<file path="config.mk">
export PLATFORM = sky130hd
export DESIGN_NAME = fb_write_arbiter
export DESIGN_NICKNAME = d
export VERILOG_FILES = /design/src/rtl/fb_write_arbiter.sv
export SDC_FILE = /design/constraint.sdc
export NUM_CORES = 1
export LEC_CHECK = 0
export ABC_AREA = 1
export CAP_MARGIN = 15
export CORE_MARGIN = 5
export CORE_UTILIZATION = 40
export DETAILED_ROUTE_END_ITERATION = 7
export GPL_TIMING_DRIVEN = 0
export PLACE_DENSITY = 0.81
export SYNTH_ARGS = -nofsm -noshare
export SYNTH_HDL_FRONTEND = slang
export SYNTH_SLANG_ARGS = --single-unit
</file>
<file path="constraint.sdc">
create_clock -name clk -period 1.66 [get_ports clk]
set_input_delay 0.332 -clock clk [delete_from_list [all_inputs] [get_ports clk]]
set_output_delay 0.332 -clock clk [all_outputs]
set_load 0.005 [all_outputs]
</file>
<file path="src/rtl/fb_write_arbiter.sv">
// Two-requester round-robin arbiter feeding fill commands to a frame-buffer writer.
// Latency: request sampled in IDLE -> ack in the next cycle -> wr_enable the cycle after that.
// Backpressure: holds in IDLE while wr_valid=0; holds a command until wr_busy, bounded by TIMEOUT.
//
// Ports:
//   clk, rst_n               single clock, asynchronous active-low reset
//   rN_req/x/y/pixel/len     fill request from requester N (N = 0, 1)
//   rN_ack, rN_done          one-cycle pulses: parameters captured / request retired
//   wr_valid, wr_busy        writer ready (memory initialised) / writer busy with a fill
//   wr_enable, wr_x_pos, wr_y_pos, wr_pixel, wr_len   command to the writer
//   grant_id                 requester owning the current transaction
//   err_timeout, err_range   one-cycle error pulses
//
// Optional build macro FB_ARB_CLIP_EN: clamp wr_len so a fill never runs past
// the last pixel of the frame. Without it wr_len is the requested length.

module fb_write_arbiter #(
    parameter int H_DISP  = 1024,
    parameter int V_DISP  = 600,
    parameter int TIMEOUT = 4096
) (
    input  logic        clk,
    input  logic        rst_n,

    input  logic        r0_req,
    input  logic [15:0] r0_x,
    input  logic [15:0] r0_y,
    input  logic [23:0] r0_pixel,
    input  logic [23:0] r0_len,
    output logic        r0_ack,
    output logic        r0_done,

    input  logic        r1_req,
    input  logic [15:0] r1_x,
    input  logic [15:0] r1_y,
    input  logic [23:0] r1_pixel,
    input  logic [23:0] r1_len,
    output logic        r1_ack,
    output logic        r1_done,

    input  logic        wr_valid,
    input  logic        wr_busy,
    output logic        wr_enable,
    output logic [15:0] wr_x_pos,
    output logic [15:0] wr_y_pos,
    output logic [23:0] wr_pixel,
    output logic [23:0] wr_len,

    output logic        grant_id,
    output logic        err_timeout,
    output logic        err_range
);

    // The counter only has to reach TIMEOUT-1: the edge on which it would
    // reach TIMEOUT is the edge that abandons the command.
    localparam int            TW       = (TIMEOUT < 2) ? 1 : $clog2(TIMEOUT);
    localparam logic [TW-1:0] TMO_LAST = TW'(TIMEOUT - 1);
    localparam logic [15:0]   H_LIM    = 16'(H_DISP);
    localparam logic [15:0]   V_LIM    = 16'(V_DISP);

    typedef enum logic [2:0] {
        IDLE,
        GRANT,
        ISSUE,
        ACTIVE,
        FINISH
    } state_t;

    state_t        state;
    state_t        state_nxt;

    logic          last_grant;
    logic [TW-1:0] tmo_cnt;

    logic          start;
    logic          tmo_hit;
    logic          sel;
    logic [15:0]   sel_x;
    logic [15:0]   sel_y;
    logic [23:0]   sel_pixel;
    logic [23:0]   sel_len;
    logic [23:0]   cap_len;
    logic          sel_oob;

    // Arbitration and request mux. A lone requester always wins; on a tie
    // the requester that did not own the previous transaction wins.
    always_comb begin
        sel       = (r0_req && r1_req) ? ~last_grant : r1_req;
        sel_x     = sel ? r1_x     : r0_x;
        sel_y     = sel ? r1_y     : r0_y;
        sel_pixel = sel ? r1_pixel : r0_pixel;
        sel_len   = sel ? r1_len   : r0_len;
        sel_oob   = (sel_x >= H_LIM) || (sel_y >= V_LIM);
    end

`ifdef FB_ARB_CLIP_EN
    localparam logic [23:0] FRAME_PIX = 24'(H_DISP * V_DISP);
    localparam logic [23:0] H_PIX     = 24'(H_DISP);

    logic [23:0] offset;
    logic [23:0] room;

    // Pixels left between the start position and the end of the frame.
    // Meaningless for an out-of-range start, but that request never issues.
    always_comb begin
        offset  = {8'd0, sel_x} + ({8'd0, sel_y} * H_PIX);
        room    = FRAME_PIX - offset;
        cap_len = (sel_len > room) ? room : sel_len;
    end
`else
    assign cap_len = sel_len;
`endif

    assign start = wr_valid && (r0_req || r1_req);

    // Next-state logic. In GRANT err_range doubles as the captured
    // out-of-range flag, since it is high exactly for that cycle.
    always_comb begin
        state_nxt = state;
        tmo_hit   = 1'b0;
        case (state)
            IDLE: begin
                if (start) begin
                    state_nxt = GRANT;
                end
            end
            GRANT: begin
                if (err_range || (wr_len == 24'd0)) begin
                    state_nxt = FINISH;
                end else begin
                    state_nxt = ISSUE;
                end
            end
            ISSUE: begin
                // Busy wins over timeout, and busy already high on entry
                // counts as acceptance.
                if (wr_busy) begin
                    state_nxt = ACTIVE;
                end else if (wr_valid && (tmo_cnt == TMO_LAST)) begin
                    state_nxt = FINISH;
                    tmo_hit   = 1'b1;
                end
            end
            ACTIVE: begin
                if (!wr_busy) begin
                    state_nxt = FINISH;
                end
            end
            FINISH: begin
                state_nxt = IDLE;
            end
            default: begin
                state_nxt = IDLE;
            end
        endcase
    end

    always_ff @(posedge clk or negedge rst_n) begin
        if (!rst_n) begin
            state       <= IDLE;
            last_grant  <= 1'b1;
            tmo_cnt     <= '0;
            r0_ack      <= 1'b0;
            r1_ack      <= 1'b0;
            r0_done     <= 1'b0;
            r1_done     <= 1'b0;
            wr_enable   <= 1'b0;
            wr_x_pos    <= '0;
            wr_y_pos    <= '0;
            wr_pixel    <= '0;
            wr_len      <= '0;
            grant_id    <= 1'b0;
            err_timeout <= 1'b0;
            err_range   <= 1'b0;
        end else begin
            state <= state_nxt;

            // Capture on the IDLE->GRANT edge so the command, owner and
            // range flag are all valid during the ack cycle; requester
            // inputs are not looked at again.
            r0_ack    <= (state == IDLE) && start && !sel;
            r1_ack    <= (state == IDLE) && start &&  sel;
            err_range <= (state == IDLE) && start && sel_oob;
            if ((state == IDLE) && start) begin
                grant_id <= sel;
                wr_x_pos <= sel_x;
                wr_y_pos <= sel_y;
                wr_pixel <= sel_pixel;
                wr_len   <= cap_len;
            end

            wr_enable   <= (state_nxt == ISSUE);
            err_timeout <= tmo_hit;
            r0_done     <= (state_nxt == FINISH) && !grant_id;
            r1_done     <= (state_nxt == FINISH) &&  grant_id;

            if (state == FINISH) begin
                last_grant <= grant_id;
            end

            // Wait counter runs only while the writer reports ready.
            if (state_nxt != ISSUE) begin
                tmo_cnt <= '0;
            end else if ((state == ISSUE) && wr_valid) begin
                tmo_cnt <= tmo_cnt + 1'b1;
            end
        end
    end

endmodule

</file>
==> reports/results.txt, run 1 <==
count of final setup violators - 0
family with the most delay on the worst path - buffers and inverters
net switching power - 3814 uW
power share of the sequential group - 0.367
final period demand of the worst path - 1.610 ns
crit path max-delay cell type - sky130_fd_sc_hd__clkdlybuf4s50_1
post-synthesis instance total - 637
number of different library cells in the post-synthesis netlist - 30
Hold Vio Cnt, Final - 0
share of cells above drive strength 1 - 0.07675
CTS H-tree depth - 3
number of nets in the finished design - 1074
CTS tree - built
net count of the mapped netlist - 804
Clk Tree Root Cell - sky130_fd_sc_hd__clkbuf_16
final clock skew - 0.01046 ns
die area - 14600 sq um
Overflow after GRT - 0
maximum clock frequency - 621.1 MHz
Final Hold Slack - 0.01557 ns
number of top-level pins - 254
initial core utilization - 0.4090
hpwl dp - 12970 microns
weighted congestion at the end of routability-driven global placement - 0.8501
crit path buf inv count - 1
result of the run - finished clean
data required time at the worst endpoint - 1.33 ns
final core utilization - 0.6736
count of pins over their slew limit - 0
post-synthesis cell type with the largest combined area - sky130_fd_sc_hd__dfrtp_1
Routed WL per cell - 16.03 microns
Clock Power Share - 0.192
Pwr Density - 1413 nW/um^2
Area contributors post-synth - sky130_fd_sc_hd__dfrtp_1 52%, sky130_fd_sc_hd__nand2_1 23%, sky130_fd_sc_hd__nand3_1 7.9%
number of global-route vias before repair - 4960
leading cell types in the layout, fill and taps excluded - 300 x sky130_fd_sc_hd__nand2_1, 250 x sky130_fd_sc_hd__clkdlybuf4s50_1, 103 x sky130_fd_sc_hd__dfrtp_1
Critical Path AT - 1.28 ns
DRC violation count after routing - 0
Site Rows - 40
switching fraction of total power - 0.3335
register-to-register path setup slack - 0.10 ns
class of the worst hold path - input port to async pin
CTS buffer count - 9
count of routing violations after the opening detailed-route iteration - 283
Layout fillers - 1031
Core Box Area - 12010 sq um
clk slew on worst S/H paths - 0.07 ns
width of the chip - 120.8 microns
number of storage elements in the synthesis netlist - 104
unrepaired setup endpoints after global routing - true
area share of the largest cell type after synthesis - 0.5247
sequential-to-total area share from yosys stat - 0.5301
share of total power in combinational logic - 0.441
maximum single-stage delay on the critical path - 0.54 ns
fin crit share - 0.9700
worst-case vdd ir drop - 0.8308 mV
Worst slew margin - 0.5276
number of nets with antenna violations after routing - 0
later-pin clock latency in the skew report - 0.35 ns
commonest non-fill, non-tap cell in the layout - sky130_fd_sc_hd__nand2_1
P&R area growth vs syn - 64.72%
number of antenna violations at the first check in global routing - 0
Syn Area/Cell - 7.711 sq um
global-route wire length before repair - 26120 microns
maximum fanout count along the critical path - 2
warnings from Yosys - 0
Least-Margin Pin Slew - 0.7085 ns
Chip Height - 120.8 microns
DRT Wirelength - 16980 microns
deepest clock path buffer count - 2
series of cell instances along the critical path - clkdlybuf4s50_1
vias per cell - 4.847
kind of critical path - register to output pin
Static Leakage - 0.003766 uW
diode insertion count for antenna repair - 0
maximum number of pins on one net before global-route repair - 54
internal power consumption - 7622 uW
DR vias - 5133
count of port buffers added during placement - 253
kind of start point of the critical path - register
Pre-antenna DRT Iters - 5
Worst Setup End Kind - output pin
# clock sinks - 104
mapped cell area - 4912 sq um
Max Cap Viol - 0
overall routing resource usage - 0.2303
[area by class of cell]
cell class                      count  area (sq um)  area share
Sequential cell                   104          2604      0.3218
Clock buffer                       11         252.7     0.03124
Multi-Input combinational cell    474          2056      0.2541
Inverter                           31         126.4     0.01562
Buffer                             28         217.7     0.02691
Timing Repair Buffer              259          2596      0.3209
Clock inverter                      5         55.05    0.006804
Tap cell                          147         183.9     0.02273
[flip-flops by register name, indices dropped and copies added, names as in the netlist]
name	count
wr_pixel	24
r1_done	1
err_range	1
wr_len	24
wr_enable	1
wr_x_pos	16
r0_done	1
last_grant	1
err_timeout	1
r0_ack	1
state	3
tmo_cnt	12
wr_y_pos	16
r1_ack	1
grant_id	1
[logic make-up after synthesis]
family | synth area share
compound gates | 0.02216
flops | 0.5301
simple gates | 0.3765
mux | 0.002292
fa+ha+maj | 0.002547
buf+inv | 0.05400
xor+xnor | 0.01248
[what timing repair did]
action	CTS	global route
cloned	0	0
buffers inserted	0	5
endpoints found under the setup margin	61	73
resized for setup	15	33
hold buffers	0	0
[routing by layer]
| layer | wire (microns) | GRT usage | vias to the layer above | part of all wire |
|---|---|---|---|---|
| met5 | 0 | 0 | - | 0 |
| met4 | 306 | 0.06516 | 0 | 0.018 |
| met3 | 1362 | 0.07764 | 18 | 0.080 |
| met2 | 8593 | 0.3926 | 176 | 0.51 |
| met1 | 6717 | 0.2775 | 2398 | 0.40 |
| li1 | - | - | 2541 | - |
[path summary, 6_finish.rpt]
check | start | end | cells after the start
min in group clk | grant_id | r0_done | 1
hold reg to reg | grant_id | r0_done | 1
setup reg to reg | last_grant | err_range | 10
max in group asynchronous | rst_n | wr_len[19] | 2
setup / recovery | wr_x_pos[6] | wr_x_pos[6] | 1
hold / removal | rst_n | wr_y_pos[12] | 1
[cell usage after synthesis]
master,instances
sky130_fd_sc_hd__nand2_1,301
sky130_fd_sc_hd__dfrtp_1,103
sky130_fd_sc_hd__nand3_1,78
sky130_fd_sc_hd__nor2_1,44
sky130_fd_sc_hd__inv_1,24
sky130_fd_sc_hd__buf_2,12
sky130_fd_sc_hd__clkbuf_1,10
sky130_fd_sc_hd__o21ai_1,10
sky130_fd_sc_hd__nand3b_1,7
sky130_fd_sc_hd__a21oi_1,6
sky130_fd_sc_hd__inv_2,6
sky130_fd_sc_hd__xor2_1,5
sky130_fd_sc_hd__buf_4,4
sky130_fd_sc_hd__nand2_2,3
sky130_fd_sc_hd__nand3_2,3
sky130_fd_sc_hd__nor2_4,3
sky130_fd_sc_hd__o21ai_0,3
sky130_fd_sc_hd__nor3_1,2
sky130_fd_sc_hd__xnor2_1,2
sky130_fd_sc_hd__a31oi_1,1
sky130_fd_sc_hd__buf_6,1
sky130_fd_sc_hd__clkbuf_4,1
sky130_fd_sc_hd__dfstp_2,1
sky130_fd_sc_hd__ha_1,1
sky130_fd_sc_hd__inv_4,1
sky130_fd_sc_hd__mux2_2,1
sky130_fd_sc_hd__nand4_1,1
sky130_fd_sc_hd__nor2_2,1
sky130_fd_sc_hd__o21bai_1,1
sky130_fd_sc_hd__or2_0,1
[power groups by stage]
stage	registers (uW)	clock network (uW)	logic, uW
5_1_grt	4330	2350	5540
3_5_place_dp	4210	0	4970
4_1_cts	4200	2240	5010
3_3_place_gp	4190	0	4880
2_1_floorplan	4230	0	1910
6_report	4200	2190	5050
[stage by stage]
step           cell area (sq um)  total power, uW  setup TNS [ns]  std cells  setup WS, ns
6_report                    8092            11440               0       1059       0.04984
5_1_grt                     8092            12220        -0.01005       1059     -0.009551
4_1_cts                     7995            11450               0       1054      0.004980
3_5_place_dp                7654             9173          -32.11       1038       -0.4477
3_3_place_gp                7629             9074         -415.26       1037        -3.729
2_1_floorplan               4912             6140               0        637        0.1758
Note: power is estimated with default switching activity, not from simulation.
==> run 2, diff against run 1 <==
HOLD_SLACK_MARGIN = 0.05   (was default)
==> reports/results.txt, run 2 (synthesis gave the netlist of run 1 again) <==
result of the run - finished clean
Pwr Density - 1412 nW/um^2 (-0.10%)
destination of the worst register-to-register timing path - err_range
crit path buf inv count - 1 (unchanged)
diode insertion count for antenna repair - 0 (unchanged)
Pre-antenna DRT Iters - 5 (unchanged)
Critical Path AT - 1.28 ns (about the same)
cell depth of the worst setup path - 1 (unchanged)
class of the worst hold path - register to register
count of final setup violators - 0 (unchanged)
weighted congestion at the end of routability-driven global placement - 0.8501 (unchanged)
number of top-level pins - 254 (unchanged)
hpwl dp - 12970 microns (unchanged)
share of total power in combinational logic - 0.441 (about the same)
family with the most delay on the worst path - buffers and inverters
CTS H-tree depth - 3 (unchanged)
storage element area - 2604 sq um (unchanged)
CTS buffer count - 9 (unchanged)
global-route wire length before repair - 26120 microns (unchanged)
count of routing violations after the opening detailed-route iteration - 293 (+3.5%)
reg2reg path depth - 10 (unchanged)
maximum clock frequency - 620.9 MHz (about the same)
Chip Height - 120.8 microns (unchanged)
unrepaired setup endpoints after global routing - true
number of nets with antenna violations after routing - 0 (unchanged)
Static Leakage - 0.003770 uW (+0.11%)
kind of start point of the critical path - register
number of global-route vias before repair - 4960 (unchanged)
instance count after placement with tap cells included - 1038 (unchanged)
Clk Tree Root Cell - sky130_fd_sc_hd__clkbuf_16
net switching power - 3816 uW (about the same)
Worst Setup End Kind - output pin
crit path max-delay cell type - sky130_fd_sc_hd__clkdlybuf4s50_1
register-to-register path setup slack - 0.10 ns (about the same)
count of pins over their slew limit - 0 (unchanged)
later-pin clock latency in the skew report - 0.35 ns (about the same)
share of cells above drive strength 1 - 0.07667 (-0.00008407)
highest-utilization routing layer at the global route stage - met2
Final Hold Slack - 0.4675 ns (+0.4519 ns)
leading cell types in the layout, fill and taps excluded - 300 x sky130_fd_sc_hd__nand2_1, 250 x sky130_fd_sc_hd__clkdlybuf4s50_1, 103 x sky130_fd_sc_hd__dfrtp_1
vias per cell - 4.836 (-0.23%)
Worst slew margin - 0.5269 (-0.0007500)
largest registers - wr_len x24, wr_pixel x24
Site Rows - 40 (unchanged)
series of cell instances along the critical path - clkdlybuf4s50_1
area of the multi-input gates - 2056 sq um (unchanged)
met2 routing resource usage after global routing - 0.3926 (unchanged)
P&R area growth vs syn - 64.93%
fin crit share - 0.9702 (about the same)
maximum fanout count along the critical path - 2 (unchanged)
origin of the critical flop-to-flop path - last_grant
final-layout setup total negative slack - 0 ns (unchanged)
Post-Layout Cell Count - 1060 (+0.094%)
worst-case vdd ir drop - 0.8294 mV (-0.17%)
final period demand of the worst path - 1.611 ns (+0.0004048 ns)
Least-Margin Pin Slew - 0.7097 ns (+0.001125 ns)
die area - 14600 sq um (unchanged)
Core Box Area - 12010 sq um (unchanged)
overall routing resource usage - 0.2303 (unchanged)
met3 track demand over resource - 0.07764 (unchanged)
beginning of the critical path - wr_x_pos[6]
internal power consumption - 7624 uW (about the same)
clk slew on worst S/H paths - 0.07 ns (about the same)
maximum number of pins on one net before global-route repair - 54 (unchanged)
maximum single-stage delay on the critical path - 0.54 ns (about the same)
width of the chip - 120.8 microns (unchanged)
Hold Vio Cnt, Final - 0 (unchanged)
routing usage on met1 - 0.2775 (unchanged)
count of port buffers added during placement - 253 (unchanged)
Max Cap Viol - 0 (unchanged)
DRT Wirelength - 16980 microns (about the same)
DRC violation count after routing - 0 (unchanged)
final core utilization - 0.6745 (+0.0008330)
commonest non-fill, non-tap cell in the layout - sky130_fd_sc_hd__nand2_1
deepest clock path buffer count - 2 (unchanged)
initial core utilization - 0.4090 (unchanged)
Overflow after GRT - 0 (unchanged)
number of antenna violations at the first check in global routing - 0 (unchanged)
Layout fillers - 1030 (-0.097%)
final clock skew - 0.01077 ns (+0.0003083 ns)
# clock sinks - 104 (unchanged)
power share of the sequential group - 0.367 (about the same)
number of nets in the finished design - 1075 (+0.093%)
data required time at the worst endpoint - 1.33 ns (about the same)
switching fraction of total power - 0.3336 (about the same)
CTS tree - built
DR vias - 5126 (-0.14%)
Clock Power Share - 0.192 (about the same)
last element of the critical path - wr_x_pos[6]
Routed WL per cell - 16.02 microns (about the same)
kind of critical path - register to output pin
-- run 2: timing repair --
action                     4_1_cts  5_1_grt
setup endpoints to repair       61       73
hold buffers                     1        0
cloned                           0        0
hold endpoints to repair        10        0
resized for setup               15       33
setup buffers                    0        5
-- run 2: worst min path at each step --
| stage | slack, ns | depth (start not counted) | endpoint | startpoint |
|---|---|---|---|---|
| finish | 0.47 | 1 | r0_done | grant_id |
| global placement | 0.45 | 2 | wr_y_pos[11] | wr_y_pos[11] |
| global route | 0.49 | 1 | r0_done | grant_id |
| detailed placement | 0.42 | 1 | wr_x_pos[12] | rst_n |
| CTS | 0.48 | 1 | r0_done | grant_id |
| floorplan | 0.04 | 0 | err_range | rst_n |
-- run 2: worst register-to-register path, stage by stage, from the launching register on --
cell and delay [ns]:
sky130_fd_sc_hd__dfstp_2 0.56, sky130_fd_sc_hd__nand2_4 0.11, sky130_fd_sc_hd__nand2_4 0.10, sky130_fd_sc_hd__buf_6 0.13
sky130_fd_sc_hd__nand2_1 0.06, sky130_fd_sc_hd__nand2_1 0.08, sky130_fd_sc_hd__nand2_1 0.06, sky130_fd_sc_hd__nor2_1 0.11
sky130_fd_sc_hd__nand2_1 0.07, sky130_fd_sc_hd__nor2_1 0.10, sky130_fd_sc_hd__a21oi_1 0.07
-- run 2: through the flow --
stage	setup WS [ns]	instance area, sq um	total power [uW]
3_3_place_gp	-3.729	7629	9074
4_1_cts	0.004980	8005	11450
5_1_grt	-0.009551	8102	12220
6_report	0.04943	8102	11440
2_1_floorplan	0.1758	4912	6140
3_5_place_dp	-0.4477	7654	9173
-- run 2: per-layer routing --
metal	share of wire	vias up	routed length, microns
met2	0.50	176	8566
met4	0.018	0	308
li1	-	2543	-
met1	0.40	2389	6752
met5	0	-	0
met3	0.080	18	1355
-- run 2: area by class of cell --
class | instances | share of cell area
clock inverter | 5 | 0.006795
timing repair buffer | 260 | 0.3217
tap | 147 | 0.02270
multi-input combinational | 474 | 0.2537
buffer | 28 | 0.02687
clock buffer | 11 | 0.03120
sequential | 104 | 0.3214
inverter | 31 | 0.01560
-- run 2: power by group through the flow --
stage	sequential, uW	combinational, uW	clock, uW
floorplan	4230	1910	0
global placement	4190	4880	0
detailed placement	4210	4970	0
CTS	4200	5010	2240
global route	4330	5540	2350
finish	4200	5050	2190
